File: src/rtl/uart_pkg.sv
// Shared UART definitions: state encoding common to the transmit and receive FSMs,
// oversampling constants and the default frame width.
package uart_pkg;

  typedef enum logic [2:0] {
    IDLE       = 3'b000,
    START_BIT  = 3'b001,
    DATA_BIT   = 3'b010,
    PARITY_BIT = 3'b011,
    STOP_BIT   = 3'b100
  } uart_state_e;

  localparam int OVERSAMPLE = 16;
  localparam int TICK_W     = $clog2(OVERSAMPLE);

  localparam logic [TICK_W-1:0] MID_TICK  = TICK_W'(OVERSAMPLE / 2 - 1);
  localparam logic [TICK_W-1:0] LAST_TICK = TICK_W'(OVERSAMPLE - 1);

  localparam int DATA_W_DEF = 8;

endpackage

File: src/rtl/uart_rx_sync.sv
// Two-flop synchroniser for the asynchronous serial line plus a history flop
// used to detect the high-to-low start edge.
module uart_rx_sync (
  input  logic clk,
  input  logic rstn,
  input  logic rx_in,
  output logic rx_s,
  output logic fall_edge
);

  // [0],[1] synchronise; [2] is the previous synced value. All reset to idle-high.
  logic [2:0] sync_q;

  always_ff @(posedge clk or negedge rstn) begin
    if (!rstn) begin
      sync_q <= 3'b111;
    end else begin
      // NOTE: non-blocking so every flop takes its neighbour's pre-edge value (a true shift).
      sync_q <= {sync_q[1:0], rx_in};
    end
  end

  assign rx_s      = sync_q[1];
  assign fall_edge = sync_q[2] & ~sync_q[1];

endmodule

File: src/rtl/uart_rx_fsm.sv
// UART receiver: 16x oversampled start/data/parity/stop FSM delivering a byte
// with a one-cycle valid strobe and parity/framing status.
module uart_rx_fsm
  import uart_pkg::*;
#(
  parameter int DATA_W     = DATA_W_DEF,
  parameter bit PARITY_ODD = 1'b0
) (
  input  logic              clk,
  input  logic              rstn,
  input  logic              rx_in,
  input  logic              tick16,
  output logic [DATA_W-1:0] rx_data,
  output logic              rx_valid,
  output logic              parity_err,
  output logic              frame_err,
  output logic              rx_busy
);

  localparam int BIT_W = $clog2(DATA_W);
  localparam logic [BIT_W-1:0] LAST_BIT = BIT_W'(DATA_W - 1);

  logic rx_s;
  logic fall_edge;

  uart_rx_sync u_sync (
    .clk      (clk),
    .rstn     (rstn),
    .rx_in    (rx_in),
    .rx_s     (rx_s),
    .fall_edge(fall_edge)
  );

  uart_state_e       state_q;
  logic [TICK_W-1:0] tick_cnt_q;
  logic [BIT_W-1:0]  bit_cnt_q;
  logic [DATA_W-1:0] shift_q;
  logic              par_err_q;

  always_ff @(posedge clk or negedge rstn) begin
    if (!rstn) begin
      // NOTE: the shift register is a handful of flops, not a memory, so it is reset like the rest.
      state_q    <= IDLE;
      tick_cnt_q <= '0;
      bit_cnt_q  <= '0;
      shift_q    <= '0;
      par_err_q  <= 1'b0;
      rx_data    <= '0;
      rx_valid   <= 1'b0;
      parity_err <= 1'b0;
      frame_err  <= 1'b0;
    end else begin
      rx_valid <= 1'b0;
      case (state_q)
        IDLE: begin
          if (fall_edge) begin
            state_q    <= START_BIT;
            tick_cnt_q <= '0;
            bit_cnt_q  <= '0;
          end
        end
        START_BIT: begin
          if (tick16) begin
            if (tick_cnt_q == MID_TICK) begin
              // A high line at mid-start is a glitch: drop it silently.
              state_q    <= rx_s ? IDLE : DATA_BIT;
              tick_cnt_q <= '0;
              bit_cnt_q  <= '0;
            end else begin
              tick_cnt_q <= tick_cnt_q + 1'b1;
            end
          end
        end
        DATA_BIT: begin
          if (tick16) begin
            tick_cnt_q <= tick_cnt_q + 1'b1;
            if (tick_cnt_q == LAST_TICK) begin
              shift_q[bit_cnt_q] <= rx_s;
              bit_cnt_q          <= bit_cnt_q + 1'b1;
              if (bit_cnt_q == LAST_BIT) begin
                state_q    <= PARITY_BIT;
                tick_cnt_q <= '0;
                bit_cnt_q  <= '0;
              end
            end
          end
        end
        PARITY_BIT: begin
          if (tick16) begin
            tick_cnt_q <= tick_cnt_q + 1'b1;
            if (tick_cnt_q == LAST_TICK) begin
              par_err_q  <= rx_s ^ (^shift_q) ^ PARITY_ODD;
              state_q    <= STOP_BIT;
              tick_cnt_q <= '0;
              bit_cnt_q  <= '0;
            end
          end
        end
        STOP_BIT: begin
          if (tick16) begin
            tick_cnt_q <= tick_cnt_q + 1'b1;
            if (tick_cnt_q == LAST_TICK) begin
              state_q    <= IDLE;
              tick_cnt_q <= '0;
              bit_cnt_q  <= '0;
              rx_data    <= shift_q;
              rx_valid   <= 1'b1;
              parity_err <= par_err_q;
              frame_err  <= ~rx_s;
            end
          end
        end
        default: begin
          state_q    <= IDLE;
          tick_cnt_q <= '0;
          bit_cnt_q  <= '0;
        end
      endcase
    end
  end

  assign rx_busy = (state_q != IDLE);

endmodule

File: config.mk
export PLATFORM = sky130hd
export DESIGN_NAME = uart_rx_fsm
export DESIGN_NICKNAME = d
export VERILOG_FILES = /design/src/rtl/uart_pkg.sv /design/src/rtl/uart_rx_sync.sv /design/src/rtl/uart_rx_fsm.sv
export SDC_FILE = /design/constraint.sdc
export NUM_CORES = 1
export LEC_CHECK = 0
export BUFFER_PORTS_ARGS = -buffer_cell sky130_fd_sc_hd__buf_2
export CORE_MARGIN = 2
export CORE_UTILIZATION = 58
export DETAILED_ROUTE_END_ITERATION = 8
export GPL_TIMING_DRIVEN = 0
export PLACE_DENSITY = 0.78
export SYNTH_ARGS = -nofsm -noshare
export SYNTH_HDL_FRONTEND = slang
export SYNTH_SLANG_ARGS = --single-unit
File: constraint.sdc
create_clock -name clk -period 2.6 [get_ports clk]
set_input_delay 0.39 -clock clk [delete_from_list [all_inputs] [get_ports clk]]
set_output_delay 0.39 -clock clk [all_outputs]
set_load 0.02 [all_outputs]
==> results of run 1 <==
worst max-delay path by stage:
stage | startpoint | slack (ps) | endpoint | cells after the start
final | tick_cnt_q[0]$_DFFE_PN0P_ | 580 | shift_q[2]$_DFFE_PN0P_ | 6
after detailed placement | tick_cnt_q[0]$_DFFE_PN0P_ | 600 | shift_q[2]$_DFFE_PN0P_ | 6
after global routing | tick_cnt_q[0]$_DFFE_PN0P_ | 460 | tick_cnt_q[3]$_DFFE_PN0P_ | 6
after global placement | tick_cnt_q[0]$_DFFE_PN0P_ | 640 | shift_q[2]$_DFFE_PN0P_ | 6
after CTS | tick_cnt_q[0]$_DFFE_PN0P_ | 590 | shift_q[2]$_DFFE_PN0P_ | 6
after floorplan | tick_cnt_q[0]$_DFFE_PN0P_ | 750 | shift_q[2]$_DFFE_PN0P_ | 6
per-stage QoR:
stage	cells	worst slack (ps)
final	190	583
after global routing	190	463
after CTS	190	594
after detailed placement	182	598
after global placement	182	643
after floorplan	136	746
cells in the mapped netlist (3+ instances only):
master / instances / area share (%)
dfrtp_1: 30 / 45
mux2_2: 23 / 16
nor2_1: 8 / 1.8
nand2_1: 7 / 1.6
xnor2_1: 7 / 3.7
a21o_1: 4 / 1.8
nand3b_1: 4 / 1.8
nor3_1: 4 / 1.2
o21ai_0: 4 / 1.2
buf_2: 3 / 0.90
dfstp_2: 3 / 4.7
ha_1: 3 / 2.3
inv_1: 3 / 0.68
nand3_1: 3 / 0.90
cell usage in the layout (no fill, tap or decap), drive strengths merged, types with 4 or more instances in the layout:
cell type	netlist	layout
mux2	23	23
a21o	4	4
buf	6	21
nand3b	4	4
clkbuf	1	7
xnor2	7	7
dfrtp	30	30
nor2	8	8
nor3	4	4
o21ai	4	4
nand2	8	8
cell type report:
cell class | instances | area, µm²
well taps | 31 | 38.8
repair buffers | 15 | 75.1
clock buffers | 6 | 41.3
fillers | 201 | 883
multi-input cells | 93 | 778
inverters | 3 | 11.3
clock inverters | 2 | 35.0
flip-flops and latches | 33 | 830
plain buffers | 7 | 41.3
registers in the layout, summed over array words and instances (netlist names):
name	cells
shift_q	8
bit_cnt_q	3
rx_valid	1
parity_err	1
u_sync.sync_q	3
state_q	3
par_err_q	1
rx_data	8
frame_err	1
tick_cnt_q	4
layer usage:
metal / vias to the layer above / global-route usage [%] / part of all wire (%)
li1: 525 / - / -
met1: 536 / 22.1 / 43
met2: 34 / 33.8 / 49
met3: 14 / 4.99 / 5.2
met4: 0 / 12.3 / 3.3
met5: - / 0 / 0
cell families (layout without fill, tap and decap cells):
logic type	count (synthesis)	in the layout	synth area share, %
and+or+nand+nor	40	40	15.1
AOI/OAI and AO/OA	16	16	7.99
muxes	25	25	16.8
adders and majority gates	3	3	2.26
xor gates and xnor gates	9	9	4.75
buffers and inverters	10	33	3.16
DFF	33	33	50.0
worst max-delay path, cell delays in order, from the launching register on:
cell	delay [ps]
dfrtp_1	400
ha_1	230
and3_4	240
nand2_4	70
or3_4	400
nor3b_2	220
mux2_2	350
power breakdown:
part | switching (W) | internal [W]
Combinational | 0.000264 | 0.000225
Sequential | 0.0000582 | 0.000575
Clock | 0.000173 | 0.000201
Total | 0.000495 | 0.00100
==> impl_metrics.yaml, run 1 <==
sta:
  fin_hold_ws_ps: 81.2
  final-hold-violation-count: 0
  fin_crit_ps: 2020
  setup_violations: 0
  slew_viol_final: 0
  period_share_pct: 77.6
  slew_headroom_pct: 53.0
  tightest_slew_ps: 705
  rsz0062_at_grt: "no"
  tns_ps: 0
  fmax_mhz: 496
  clock_skew_ps: 12.6
grt:
  antenna_found_initial: 0
  grt_first_pass_wirelength_um: 4890
  grt.overflow.total: 0
  grt_max_degree: 34
  grt_pass1_vias: 1144
  grt_usage_pct: 19.8
detailed_routing:
  vias_per_cell: 5.84
  wl_um: 2860
  dr.first_iter.drc_count: 26
  ant_nets: 0
  vias: 1109
  drcViolationCount: 0
  wl_per_cell_um: 15.0
  first_pass_iters: 4
place:
  dp_hpwl_um: 1990
  placed_area_um2: 1770
  place_congestion: 0.790
  io_buffers: 15
final_layout:
  syn2layout_area_growth_pct: 11.5
  design_area_um2: 1850
  postLayoutCoreUtil_pct: 67.7
  fin_nets: 165
  diodes: 0
  drive_gt1_share_pct: 38.4
setup_path:
  cp_data_arrival_time_ps: 2260
  ff2ff_setup_slack_ps: 580
  cp-end-kind: "flip-flop"
  crit_required_ps: 2840
  cp_max_fo: 5
  path_class: "flip-flop to flip-flop"
  start_kind: "flip-flop"
  rr_endpoint: "shift_q[2]$_DFFE_PN0P_"
  reg2reg_from: "tick_cnt_q[0]$_DFFE_PN0P_"
  r2r_cells: 6
die:
  die_x_um: 57.5
  placementRows: 19
  initial_core_util_pct: 60.7
  die_h_um: 57.5
  dieArea_um2: 3310
  core_um2: 2730
  num_io_pins: 16
clock_network:
  clk_latency_ps: 350
  ctsResizeCount: 0
  cts_buffer_depth: 2
  cts_max_level: 2
  cts_root_buffer: "clkbuf_4"
  clkTransAtPathRegs_ps: 100
  cts_buffers: 5
  cts-hold-fix-buffers: 0
  post-cts-setup-buffer-count: 0
  cts.sinks: 33
  cts_tree: "built"
logic_synthesis:
  ys_types: 36
  yosys_warnings: 0
  yosysSeqAreaShare_pct: 50.0
  ys.flop_type: "dfrtp_1"
  ys_async_sr_fraction_pct: 100
  syn-instance-count: 136
  syn_nets: 143
  synth_edf_count: 0
  syn_area_um2: 1660
  synth_seq_cells: 33
  synth.avg_cell_area_um2: 12.2
power:
  leakagePower_nw: 0.945
  ir_drop_mv: 0.800
  power_w: 0.00150
  power.density_nw_per_um2: 809
run_status:
  status: "finished clean"
job:
  maxCapViolations: 0
min_path:
  hold_class: "input pin to asynchronous set/reset pin"
Note: power is estimated with default switching activity, not from simulation.
==> run 2: changes to the inputs <==
clock period = 2.04 ns   (was 2.6 ns; I/O delays follow)
==> impl_metrics.yaml, run 2 (synthesis gave the netlist of run 1 again) <==
place:
  place_inst: 182
  io_buffers: 15
  place_congestion: 0.790
  dp_hpwl_um: 1990
  post-place-ws_ps: 37.7
  placed_area_um2: 1770
final_layout:
  fillers: 199
  multi_input_area_um2: 792
  diodes: 0
  design_area_um2: 1870
  drive_gt1_share_pct: 39.4
  fin_nets: 166
  final_cells: 191
  reg.largest.list: "rx_data: 8 flops, shift_q: 8 flops, tick_cnt_q: 4 flops"
  syn2layout_area_growth_pct: 12.7
  layout.cells.most_common: "dfrtp_1"
  final_cell_mix: "30 x dfrtp_1, 23 x mux2_2, 18 x buf_2, 8 x nor2_1"
  regArea_um2: 830
die:
  core_um2: 2730
  initial_core_util_pct: 60.7
  die_h_um: 57.5
  die_x_um: 57.5
  placementRows: 19
  dieArea_um2: 3310
  num_io_pins: 16
run_status:
  failed_checks: "hold timing"
  status: "finished with violations"
clock_network:
  cts_max_level: 2
  cts_root_buffer: "clkbuf_4"
  cts-hold-fix-buffers: 0
  clk_latency_ps: 350
  cts_buffer_depth: 2
  cts_buffers: 5
  cts.sinks: 33
  clkTransAtPathRegs_ps: 100
  cts_tree: "built"
detailed_routing:
  vias_per_cell: 5.82
  drcViolationCount: 0
  wl_per_cell_um: 15.3
  dr.first_iter.drc_count: 28
  first_pass_iters: 5
  ant_nets: 0
  vias: 1111
  wl_um: 2920
power:
  internal-power_w: 0.00130
  ir_drop_mv: 1.03
  leakagePower_nw: 0.949
  p_clk_share_pct: 24.4
  power_switching_w: 0.000653
  switching_share_pct: 33.4
  pwr-share-seq_pct: 41.9
  power.density_nw_per_um2: 1040
  power_w: 0.00195
  p_comb_share_pct: 33.7
sta:
  final-hold-violation-count: 4
  period_share_pct: 97.6
  fin_ws_ps: 49.8
  slew_headroom_pct: 52.9
  fin_crit_ps: 1990
  clock_skew_ps: 13.1
  tns_ps: 0
  tightest_slew_ps: 706
  slew_viol_final: 0
  fin_hold_ws_ps: -2.39
  setup_violations: 0
  rsz0062_at_grt: "no"
  fmax_mhz: 502
setup_path:
  start_kind: "flip-flop"
  cp-end-kind: "flip-flop"
  cp_max_fo: 5
  cp_data_arrival_time_ps: 2230
  path_class: "flip-flop to flip-flop"
  crit_required_ps: 2280
grt:
  antenna_found_initial: 0
  grt_usage_pct: 19.8
  grt.overflow.total: 0
  grt_max_degree: 34
  grt_first_pass_wirelength_um: 4890
  grt_pass1_vias: 1144
min_path:
  hold_class: "input pin to asynchronous set/reset pin"
job:
  maxCapViolations: 0
==> run 2: layer usage <==
| layer | vias up | global-route usage [%] | wire length (µm) |
|---|---|---|---|
| met1 | 541 | 22.1 | 1260 |
| met2 | 30 | 33.8 | 1420 |
| met4 | 0 | 12.3 | 94 |
| li1 | 526 | - | - |
| met3 | 14 | 4.99 | 141 |
| met5 | - | 0 | 0 |
==> run 2: area by class of cell <==
| class | count | area share [%] |
|---|---|---|
| flip-flops and latches | 33 | 44.3 |
| multi-input cells | 93 | 42.3 |
| repair buffers | 16 | 4.41 |
| clock buffers | 6 | 2.21 |
| plain buffers | 7 | 2.21 |
| well taps | 31 | 2.07 |
| clock inverters | 2 | 1.87 |
| inverters | 3 | 0.602 |
==> run 2: path summary, 6_finish.rpt <==
path / start / cells past startpoint / slack, ps / to
max in group asynchronous: rstn / 1 / 1580 / bit_cnt_q[1]$_DFFE_PN0P_
min in group clk: rx_in / 1 / 50 / u_sync.sync_q[0]$_DFF_PN1_
min reg2reg: u_sync.sync_q[0]$_DFF_PN1_ / 0 / 360 / u_sync.sync_q[1]$_DFF_PN1_
min: rstn / 1 / -2 / rx_valid$_DFF_PN0_
max: tick_cnt_q[0]$_DFFE_PN0P_ / 6 / 50 / shift_q[2]$_DFFE_PN0P_
max reg2reg: tick_cnt_q[0]$_DFFE_PN0P_ / 6 / 50 / shift_q[2]$_DFFE_PN0P_
==> run 2: timing repair <==
item / CTS / global route
buffers inserted: 0 / 1
setup endpoints to repair: 0 / 9
resized for setup: 0 / 3
==> run 2: power by group through the flow <==
stage	Clock (W)	Sequential, W	Combinational [W]
2_1_floorplan	0	0.000799	0.000500
3_5_place_dp	0	0.000818	0.000622
6_report	0.000478	0.000818	0.000658
5_1_grt	0.000506	0.000827	0.000725
3_3_place_gp	0	0.000813	0.000585
4_1_cts	0.000486	0.000806	0.000628
==> run 2: worst max-delay path, cell delays in order, from the launching register on <==
cell and delay [ps]:
dfrtp_1 450, ha_4 180, and3_4 220, nand2_4 70, or3_4 400, nor3b_2 220, mux2_2 350
==> run 2: through the flow <==
stage,hold slack [ps],util (%)
after floorplan,10.4,-
after global placement,350,64.9
after detailed placement,352,64.9
after CTS,28.2,67.7
after global routing,47.1,68.5
final,-2.39,68.5
